`src/rtl/lcd_pkg.sv`:
```
// lcd_pkg
// Shared types and constants for the HD44780 4-bit command sequencer.
//   lcd_cmd_t    : {rs, nibble} as presented to lcd_transfer
//   seq_state_t  : sequencer FSM states
//   usToCycles() : microseconds to clock cycles, t1_uS = freq / 1000000
//   DEF_*        : default timing values in microseconds
package lcd_pkg;

   localparam int unsigned DELAY_W        = 21;
   localparam int unsigned MAX_DELAY_CYC  = (1 << DELAY_W) - 1;

   // 4100 us (the first init step) needs 13 bits.
   localparam int unsigned US_W           = 13;
   localparam int unsigned ROM_MAX_US     = 4100;
   localparam int unsigned ROM_LAST_IDX   = 13;

   localparam int unsigned DEF_FREQ       = 50000000;
   localparam int unsigned DEF_POWERUP_US = 15000;
   localparam int unsigned DEF_NIBBLE_US  = 1;
   localparam int unsigned DEF_CMD_US     = 40;
   localparam int unsigned DEF_SLOW_US    = 1640;

   typedef struct packed {
      logic       rs;
      logic [3:0] nib;
   } lcd_cmd_t;

   typedef enum logic [3:0] {
      PWR_WAIT,
      INIT_ISSUE,
      INIT_WAIT,
      GAP,
      READY,
      HI_ISSUE,
      HI_WAIT,
      LO_ISSUE,
      LO_WAIT
   } seq_state_t;

   function automatic int unsigned usToCycles(input int unsigned us, input int unsigned freq);
      return us * (freq / 1000000);
   endfunction

endpackage

```
`src/rtl/lcd_init_rom.sv`:
```
// lcd_init_rom
// Combinational table of the 14-step 4-bit LCD init sequence.
//   idx_i     : step index 0..13
//   cmd_o     : {rs, nibble} for that step (rs is always 0 here)
//   delayUs_o : post-delay for that step in microseconds
//   last_o    : high on the final step
module lcd_init_rom
   import lcd_pkg::*;
#(
   parameter int unsigned NIBBLE_US = DEF_NIBBLE_US,
   parameter int unsigned CMD_US    = DEF_CMD_US,
   parameter int unsigned SLOW_US   = DEF_SLOW_US
)(
   input  logic [3:0]      idx_i,
   output lcd_cmd_t        cmd_o,
   output logic [US_W-1:0] delayUs_o,
   output logic            last_o
);

   localparam logic [US_W-1:0] NIB_US  = US_W'(NIBBLE_US);
   localparam logic [US_W-1:0] CMDL_US = US_W'(CMD_US);
   localparam logic [US_W-1:0] SLOWL_US = US_W'(SLOW_US);

   // Steps 0-3 are the raw wake-up nibbles that force 4-bit mode; steps
   // 4-13 are the bytes 0x28, 0x08, 0x01, 0x06, 0x0C split into hi/lo
   // nibbles. Only the clear (0x01) low nibble needs the long delay.
   always_comb begin
      cmd_o     = '0;
      delayUs_o = '0;
      last_o    = 1'b0;
      case (idx_i)
         4'd0:  begin cmd_o.nib = 4'h3; delayUs_o = US_W'(4100); end
         4'd1:  begin cmd_o.nib = 4'h3; delayUs_o = US_W'(100);  end
         4'd2:  begin cmd_o.nib = 4'h3; delayUs_o = US_W'(40);   end
         4'd3:  begin cmd_o.nib = 4'h2; delayUs_o = US_W'(40);   end
         4'd4:  begin cmd_o.nib = 4'h2; delayUs_o = NIB_US;      end
         4'd5:  begin cmd_o.nib = 4'h8; delayUs_o = CMDL_US;     end
         4'd6:  begin cmd_o.nib = 4'h0; delayUs_o = NIB_US;      end
         4'd7:  begin cmd_o.nib = 4'h8; delayUs_o = CMDL_US;     end
         4'd8:  begin cmd_o.nib = 4'h0; delayUs_o = NIB_US;      end
         4'd9:  begin cmd_o.nib = 4'h1; delayUs_o = SLOWL_US;    end
         4'd10: begin cmd_o.nib = 4'h0; delayUs_o = NIB_US;      end
         4'd11: begin cmd_o.nib = 4'h6; delayUs_o = CMDL_US;     end
         4'd12: begin cmd_o.nib = 4'h0; delayUs_o = NIB_US;      end
         4'd13: begin cmd_o.nib = 4'hC; delayUs_o = CMDL_US; last_o = 1'b1; end
         default: begin end
      endcase
   end

endmodule

```
`src/rtl/lcd_cmd_sequencer.sv`:
```
// lcd_cmd_sequencer
// Sole master of lcd_transfer for a 4-bit HD44780 LCD. Waits out power-up,
// plays the init ROM, then turns each accepted application byte into a
// high and a low nibble transfer with the proper post-delays.
//   clk_i, rst_i          : clock, synchronous active-high reset
//   wr_valid_i/wr_ready_o : byte handshake (accept = valid && ready)
//   wr_rs_i, wr_data_i    : 0 = instruction, 1 = character; byte value
//   init_done_o           : init sequence complete, held until reset
//   busy_o                : low only while idle and able to accept
//   sendCommand_o         : one-cycle start pulse to lcd_transfer
//   command_o             : {rs, nibble}, held until the next start
//   commandDelay_o        : post-delay in cycles, held with command_o
//   commandDone_i         : one-cycle completion pulse from lcd_transfer
module lcd_cmd_sequencer
   import lcd_pkg::*;
#(
   parameter int unsigned FREQ       = DEF_FREQ,
   parameter int unsigned POWERUP_US = DEF_POWERUP_US,
   parameter int unsigned NIBBLE_US  = DEF_NIBBLE_US,
   parameter int unsigned CMD_US     = DEF_CMD_US,
   parameter int unsigned SLOW_US    = DEF_SLOW_US
)(
   input  logic        clk_i,
   input  logic        rst_i,
   input  logic        wr_valid_i,
   input  logic        wr_rs_i,
   input  logic [7:0]  wr_data_i,
   output logic        wr_ready_o,
   output logic        init_done_o,
   output logic        busy_o,
   output logic        sendCommand_o,
   output logic [4:0]  command_o,
   output logic [20:0] commandDelay_o,
   input  logic        commandDone_i
);

   localparam int unsigned T1          = FREQ / 1000000;
   localparam int unsigned POWERUP_CYC = usToCycles(POWERUP_US, FREQ);
   localparam logic [DELAY_W-1:0] NIBBLE_CYC = DELAY_W'(usToCycles(NIBBLE_US, FREQ));
   localparam logic [DELAY_W-1:0] CMD_CYC    = DELAY_W'(usToCycles(CMD_US, FREQ));
   localparam logic [DELAY_W-1:0] SLOW_CYC   = DELAY_W'(usToCycles(SLOW_US, FREQ));

   // Refuse to build with a delay that cannot be expressed on commandDelay_o.
   if (usToCycles(ROM_MAX_US, FREQ) > MAX_DELAY_CYC ||
       usToCycles(NIBBLE_US, FREQ)  > MAX_DELAY_CYC ||
       usToCycles(CMD_US, FREQ)     > MAX_DELAY_CYC ||
       usToCycles(SLOW_US, FREQ)    > MAX_DELAY_CYC ||
       SLOW_US >= (1 << US_W) || POWERUP_CYC == 0) begin : gDelayRangeCheck
      $error("lcd_cmd_sequencer: delay parameter out of range");
   end

   seq_state_t   state_q, state_d;
   logic [31:0]  timer_q, timer_d;
   logic [3:0]   romIdx_q, romIdx_d;
   logic         initDone_q, initDone_d;
   logic         loPending_q, loPending_d;
   logic         rs_q, rs_d;
   logic [7:0]   byte_q, byte_d;
   lcd_cmd_t     cmd_q, cmd_d;
   logic [DELAY_W-1:0] delay_q, delay_d;

   lcd_cmd_t        romCmd;
   logic [US_W-1:0] romDelayUs;
   logic            romLast;
   logic [31:0]     romDelayWide;
   logic [DELAY_W-1:0] romDelayCyc;
   logic            isSlow;

   lcd_init_rom #(
      .NIBBLE_US (NIBBLE_US),
      .CMD_US    (CMD_US),
      .SLOW_US   (SLOW_US)
   ) uInitRom (
      .idx_i     (romIdx_q),
      .cmd_o     (romCmd),
      .delayUs_o (romDelayUs),
      .last_o    (romLast)
   );

   assign romDelayWide = 32'(romDelayUs) * T1;
   assign romDelayCyc  = DELAY_W'(romDelayWide);

   // Clear and home are the only instructions that need the long settle time.
   assign isSlow = !rs_q && (byte_q == 8'h01 || byte_q == 8'h02);

   // State and datapath registers. command/delay are only reloaded on the
   // way into an ISSUE state, so they stay stable for the whole transfer.
   always_ff @(posedge clk_i) begin
      if (rst_i) begin
         state_q     <= PWR_WAIT;
         timer_q     <= '0;
         romIdx_q    <= '0;
         initDone_q  <= 1'b0;
         loPending_q <= 1'b0;
         rs_q        <= 1'b0;
         byte_q      <= '0;
         cmd_q       <= '0;
         delay_q     <= '0;
      end else begin
         state_q     <= state_d;
         timer_q     <= timer_d;
         romIdx_q    <= romIdx_d;
         initDone_q  <= initDone_d;
         loPending_q <= loPending_d;
         rs_q        <= rs_d;
         byte_q      <= byte_d;
         cmd_q       <= cmd_d;
         delay_q     <= delay_d;
      end
   end

   // Next-state logic. GAP is a single shared cycle after every completion
   // that covers lcd_transfer's done_tick state; where it goes next depends
   // on whether init is still running and whether a low nibble is pending.
   // commandDone_i only matters in the *_WAIT states.
   always_comb begin
      state_d     = state_q;
      timer_d     = timer_q;
      romIdx_d    = romIdx_q;
      initDone_d  = initDone_q;
      loPending_d = loPending_q;
      rs_d        = rs_q;
      byte_d      = byte_q;
      cmd_d       = cmd_q;
      delay_d     = delay_q;
      case (state_q)
         PWR_WAIT: begin
            if (timer_q == POWERUP_CYC - 1) begin
               state_d = INIT_ISSUE;
               timer_d = '0;
               cmd_d   = romCmd;
               delay_d = romDelayCyc;
            end else begin
               timer_d = timer_q + 32'd1;
            end
         end
         INIT_ISSUE: state_d = INIT_WAIT;
         INIT_WAIT: begin
            if (commandDone_i) begin
               state_d = GAP;
               if (romLast) begin
                  initDone_d = 1'b1;
               end else begin
                  romIdx_d = romIdx_q + 4'd1;
               end
            end
         end
         GAP: begin
            if (!initDone_q) begin
               state_d = INIT_ISSUE;
               cmd_d   = romCmd;
               delay_d = romDelayCyc;
            end else if (loPending_q) begin
               state_d     = LO_ISSUE;
               loPending_d = 1'b0;
               cmd_d.rs    = rs_q;
               cmd_d.nib   = byte_q[3:0];
               delay_d     = isSlow ? SLOW_CYC : CMD_CYC;
            end else begin
               state_d = READY;
            end
         end
         READY: begin
            if (wr_valid_i) begin
               state_d   = HI_ISSUE;
               rs_d      = wr_rs_i;
               byte_d    = wr_data_i;
               cmd_d.rs  = wr_rs_i;
               cmd_d.nib = wr_data_i[7:4];
               delay_d   = NIBBLE_CYC;
            end
         end
         HI_ISSUE: state_d = HI_WAIT;
         HI_WAIT: begin
            if (commandDone_i) begin
               state_d     = GAP;
               loPending_d = 1'b1;
            end
         end
         LO_ISSUE: state_d = LO_WAIT;
         LO_WAIT: begin
            if (commandDone_i) begin
               state_d = GAP;
            end
         end
         default: state_d = PWR_WAIT;
      endcase
   end

   // Outputs decoded from the current state: one start pulse per ISSUE
   // state, and the write port is open only in READY.
   always_comb begin
      sendCommand_o = 1'b0;
      wr_ready_o    = 1'b0;
      busy_o        = 1'b1;
      case (state_q)
         INIT_ISSUE, HI_ISSUE, LO_ISSUE: sendCommand_o = 1'b1;
         READY: begin
            wr_ready_o = 1'b1;
            busy_o     = 1'b0;
         end
         default: begin end
      endcase
   end

   assign command_o      = cmd_q;
   assign commandDelay_o = delay_q;
   assign init_done_o    = initDone_q;

endmodule

```
`config.mk`:
```
export PLATFORM = sky130hd
export DESIGN_NAME = lcd_cmd_sequencer
export DESIGN_NICKNAME = d
export VERILOG_FILES = /design/src/rtl/lcd_pkg.sv /design/src/rtl/lcd_init_rom.sv /design/src/rtl/lcd_cmd_sequencer.sv
export SDC_FILE = /design/constraint.sdc
export NUM_CORES = 1
export LEC_CHECK = 0
export CAP_MARGIN = 20
export CORE_MARGIN = 2
export CORE_UTILIZATION = 26
export DETAILED_ROUTE_END_ITERATION = 8
export GPL_ROUTABILITY_DRIVEN = 0
export PLACE_DENSITY = 0.49
export SYNTH_ARGS = -nofsm -noshare
export SYNTH_HDL_FRONTEND = slang
export SYNTH_SLANG_ARGS = --single-unit
```
`constraint.sdc`:
```
create_clock -name clk_i -period 2.89 [get_ports clk_i]
set_input_delay 0.289 -clock clk_i [delete_from_list [all_inputs] [get_ports clk_i]]
set_output_delay 0.289 -clock clk_i [all_outputs]
set_load 0.02 [all_outputs]
```
==> results.yml <==
placement:
  place_ws_ns: -0.126
  numPortBuffers: 38
  placed_cell_area_um2: 5070
  dpl.cell_count: 776
  detailed_place_hpwl_mm: 8.46
sta:
  setup_violations: 0
  skew_ns: 0.00690
  fmaxAchievable_ghz: 0.352
  slew_headroom_pct: 49.1
  fin_crit_ns: 2.84
  worst_pin_slew_ns: 0.764
  hold_violations: 0
  hold_ws_ns: 0.460
  rsz0062_at_grt: "yes"
  drv_slew: 0
  fin_crit_sh_pct: 98.4
  postLayoutSetupSlackWorst_ns: 0.0476
setup_path:
  cp.required_ns: 3.15
  cpLargestDelayFamily: "compound AO/OA/AOI/OAI gates"
  worst-path-buf-inv: 3
  cp-start-kind: "register"
  worstSetupEndpointType: "register"
  slowest_delay_ns: 0.36
  path_class: "register to register"
  crit_arrival_ns: 3.11
  cp_slowest_cell: "dfxtp_2"
  path_cells: "buf_4 > inv_2 > ha_4 > nor2_2 > a21oi_4 > buf_4 > a21o_1 > ha_1 > ha_4 > a211oi_4 > o31ai_4 > nor4b_2 > o31ai_1 > mux2i_1"
  worstPathMaxFanout: 4
grt:
  antenna_found_initial: 0
  grt_util_all_layers_pct: 13.7
  overflow: 0
  grt_max_degree: 32
  grt_pass1_vias: 3704
  grt_pass1_wl_mm: 19.1
pwr:
  finalPower_mw: 2.26
  ir_drop_mv: 0.299
  power-per-cell-area_nw_per_um2: 404
  p_leak_nw: 2.11
final_layout:
  ff_latch_area_um2: 1470
  layout-drive-gt1-share_pct: 18.3
  instances_no_fill: 791
  mostFrequentLayoutCells: "70 x dfxtp_1, 47 x nor2_1, 45 x nand2_1"
  fill_cells: 1646
  fin_nets: 607
  stdcell_area_um2: 5580
  diodes: 0
  multi_input_area_um2: 2770
  final_common_cell: "dfxtp_1"
  synthToLayoutAreaGrowth_pct: 32.8
floorplan:
  die_w_um: 131
  core_um2: 15800
  fp.dieH_um: 131
  die_area_um2: 17200
  rows: 46
  pin_count: 43
  start_util_pct: 26.6
clocking:
  clockRootBuffer: "clkbuf_16"
  clock_insertion_delay_worst_skew_ns: 0.34
  cts_tree: "done"
  clkTransAtPathRegs_ns: 0.06
  htreeDepth: 3
  numCtsBuffers: 9
  clockBufferDepth: 2
  clock-sinks: 73
  cts_hold_buf: 0
route:
  firstDrtPassIters: 5
  antenna_left: 0
  drc: 0
  vias: 3854
  initialDrtViolationCount: 254
  vias_per_cell: 4.87
  drt-total-wl_mm: 11.7
  avgRoutedWirePerCell_um: 14.7
yosys:
  ys_types: 60
  yosys_most_used_dff: "dfxtp_1"
  syn_inst: 508
  synthesis.area_um2: 4200
  yosysWarningCount: 0
  ys_seq_area_share_pct: 34.8
  avgSynthCellArea_um2: 8.28
  async_flop_share_pct: 0
  synth_edf_count: 0
  synth_seq_cells: 73
status:
  status: "complete, no violations"
min_path:
  min_path_type: "register to register"
run:
  maxCapViolations: 0
routing by layer:
layer  global-route usage (%)  vias to the layer above  share of wire, %
met5                        0                        -                 0
met4                     4.23                        0               1.5
met3                     3.32                       17               3.5
met2                     23.1                       70                49
met1                     17.2                     1822                46
li1                         -                     1945                 -
power breakdown:
| part | switching [mW] | internal, mW | total (mW) |
|---|---|---|---|
| combinational | 0.0412 | 0.0266 | 0.0678 |
| clock | 0.424 | 0.750 | 1.17 |
| sequential | 0.00359 | 1.01 | 1.01 |
| total | 0.469 | 1.79 | 2.26 |
stage by stage:
step           TNS (ns)  utilization (%)
2_1_floorplan         0                -
3_3_place_gp    -0.0490             32.0
3_5_place_dp     -0.534             32.0
4_1_cts               0             34.4
5_1_grt          -0.212             35.3
6_report              0             35.3
what timing repair did:
| item | in CTS | in global routing |
|---|---|---|
| gates resized for setup | 12 | 29 |
| endpoints found under the setup margin | 6 | 9 |
| buffers inserted | 1 | 0 |
| hold endpoints to repair | 0 | 0 |
| pin swaps | 5 | 11 |
worst paths after layout:
check | start | endpoint | slack [ns] | cells past startpoint
setup / recovery | romIdx_q[0]$_SDFFE_PP0P_ | commandDelay_o[13]$_SDFFE_PP0P_ | 0.05 | 14
hold / removal | byte_q[6]$_SDFFE_PP0P_ | byte_q[6]$_SDFFE_PP0P_ | 0.46 | 2
setup reg to reg | romIdx_q[0]$_SDFFE_PP0P_ | commandDelay_o[13]$_SDFFE_PP0P_ | 0.05 | 14
hold reg to reg | byte_q[6]$_SDFFE_PP0P_ | byte_q[6]$_SDFFE_PP0P_ | 0.46 | 2
area by class of cell:
| class | count | area share (%) |
|---|---|---|
| well taps | 216 | 4.84 |
| flip-flops and latches | 73 | 26.2 |
| repair buffers | 80 | 12.8 |
| clock buffers | 10 | 4.10 |
| clock inverters | 5 | 1.46 |
| inverters | 14 | 0.941 |
| multi-input cells | 393 | 49.7 |
flip-flops by register name (all words and copies together), names as in the netlist:
register,flops
loPending_q,1
command_o,5
commandDelay_o,17
romIdx_q,4
init_done_o,1
state_q,4
rs_q,1
byte_q,8
timer_q,32
Yosys cell counts (2+ instances only):
cell | count | area [µm²]
dfxtp_1 | 73 | 1460
nor2_1 | 52 | 195
nand2_1 | 47 | 176
a21oi_1 | 37 | 185
nand3_1 | 26 | 130
xor2_1 | 24 | 210
ha_1 | 22 | 275
clkbuf_1 | 20 | 75.1
nand4_1 | 14 | 87.6
o21ai_0 | 13 | 65.1
inv_1 | 12 | 45.0
and3_1 | 11 | 68.8
mux2i_1 | 11 | 110
xnor2_1 | 10 | 87.6
and4_1 | 8 | 70.1
nor4_1 | 8 | 50.1
a22oi_1 | 7 | 52.6
nor3_1 | 7 | 35.0
or3_1 | 7 | 43.8
a21o_1 | 6 | 45.0
nor2b_1 | 6 | 37.5
a2111oi_0 | 5 | 43.8
a211oi_1 | 5 | 37.5
and2_1 | 5 | 31.3
nand2b_1 | 5 | 31.3
a31o_2 | 4 | 35.0
a31oi_1 | 4 | 25.0
buf_4 | 4 | 30.0
nor4b_1 | 4 | 35.0
o31ai_1 | 4 | 30.0
buf_1 | 3 | 11.3
nand3b_1 | 3 | 22.5
nor3b_1 | 3 | 22.5
nor4bb_1 | 3 | 30.0
o211ai_1 | 3 | 22.5
a21boi_0 | 2 | 15.0
a2bb2oi_1 | 2 | 17.5
a41oi_1 | 2 | 17.5
buf_2 | 2 | 10.0
buf_6 | 2 | 22.5
inv_2 | 2 | 7.51
nor3_2 | 2 | 20.0
kinds of logic (layout without fill, tap and decap cells):
kind of cell	after synthesis	after routing	synth area share, %
buffers and inverters	45	109	4.79
XOR/XNOR	34	34	7.08
multiplexers	12	12	2.89
AO/OA/AOI/OAI	105	105	16.5
other	1	4	0.0892
flip-flops	73	73	34.8
adder cells (fa/ha/maj)	23	23	7.02
AND/OR/NAND/NOR	215	215	26.8
worst min-delay path, delay by kind of cell, from the launching register on:
family           cells  cell delay (ns)
AO/OA/AOI/OAI        1             0.05
flip-flops           1             0.31
AND/OR/NAND/NOR      1             0.05
(Power assumes the default switching activity.)
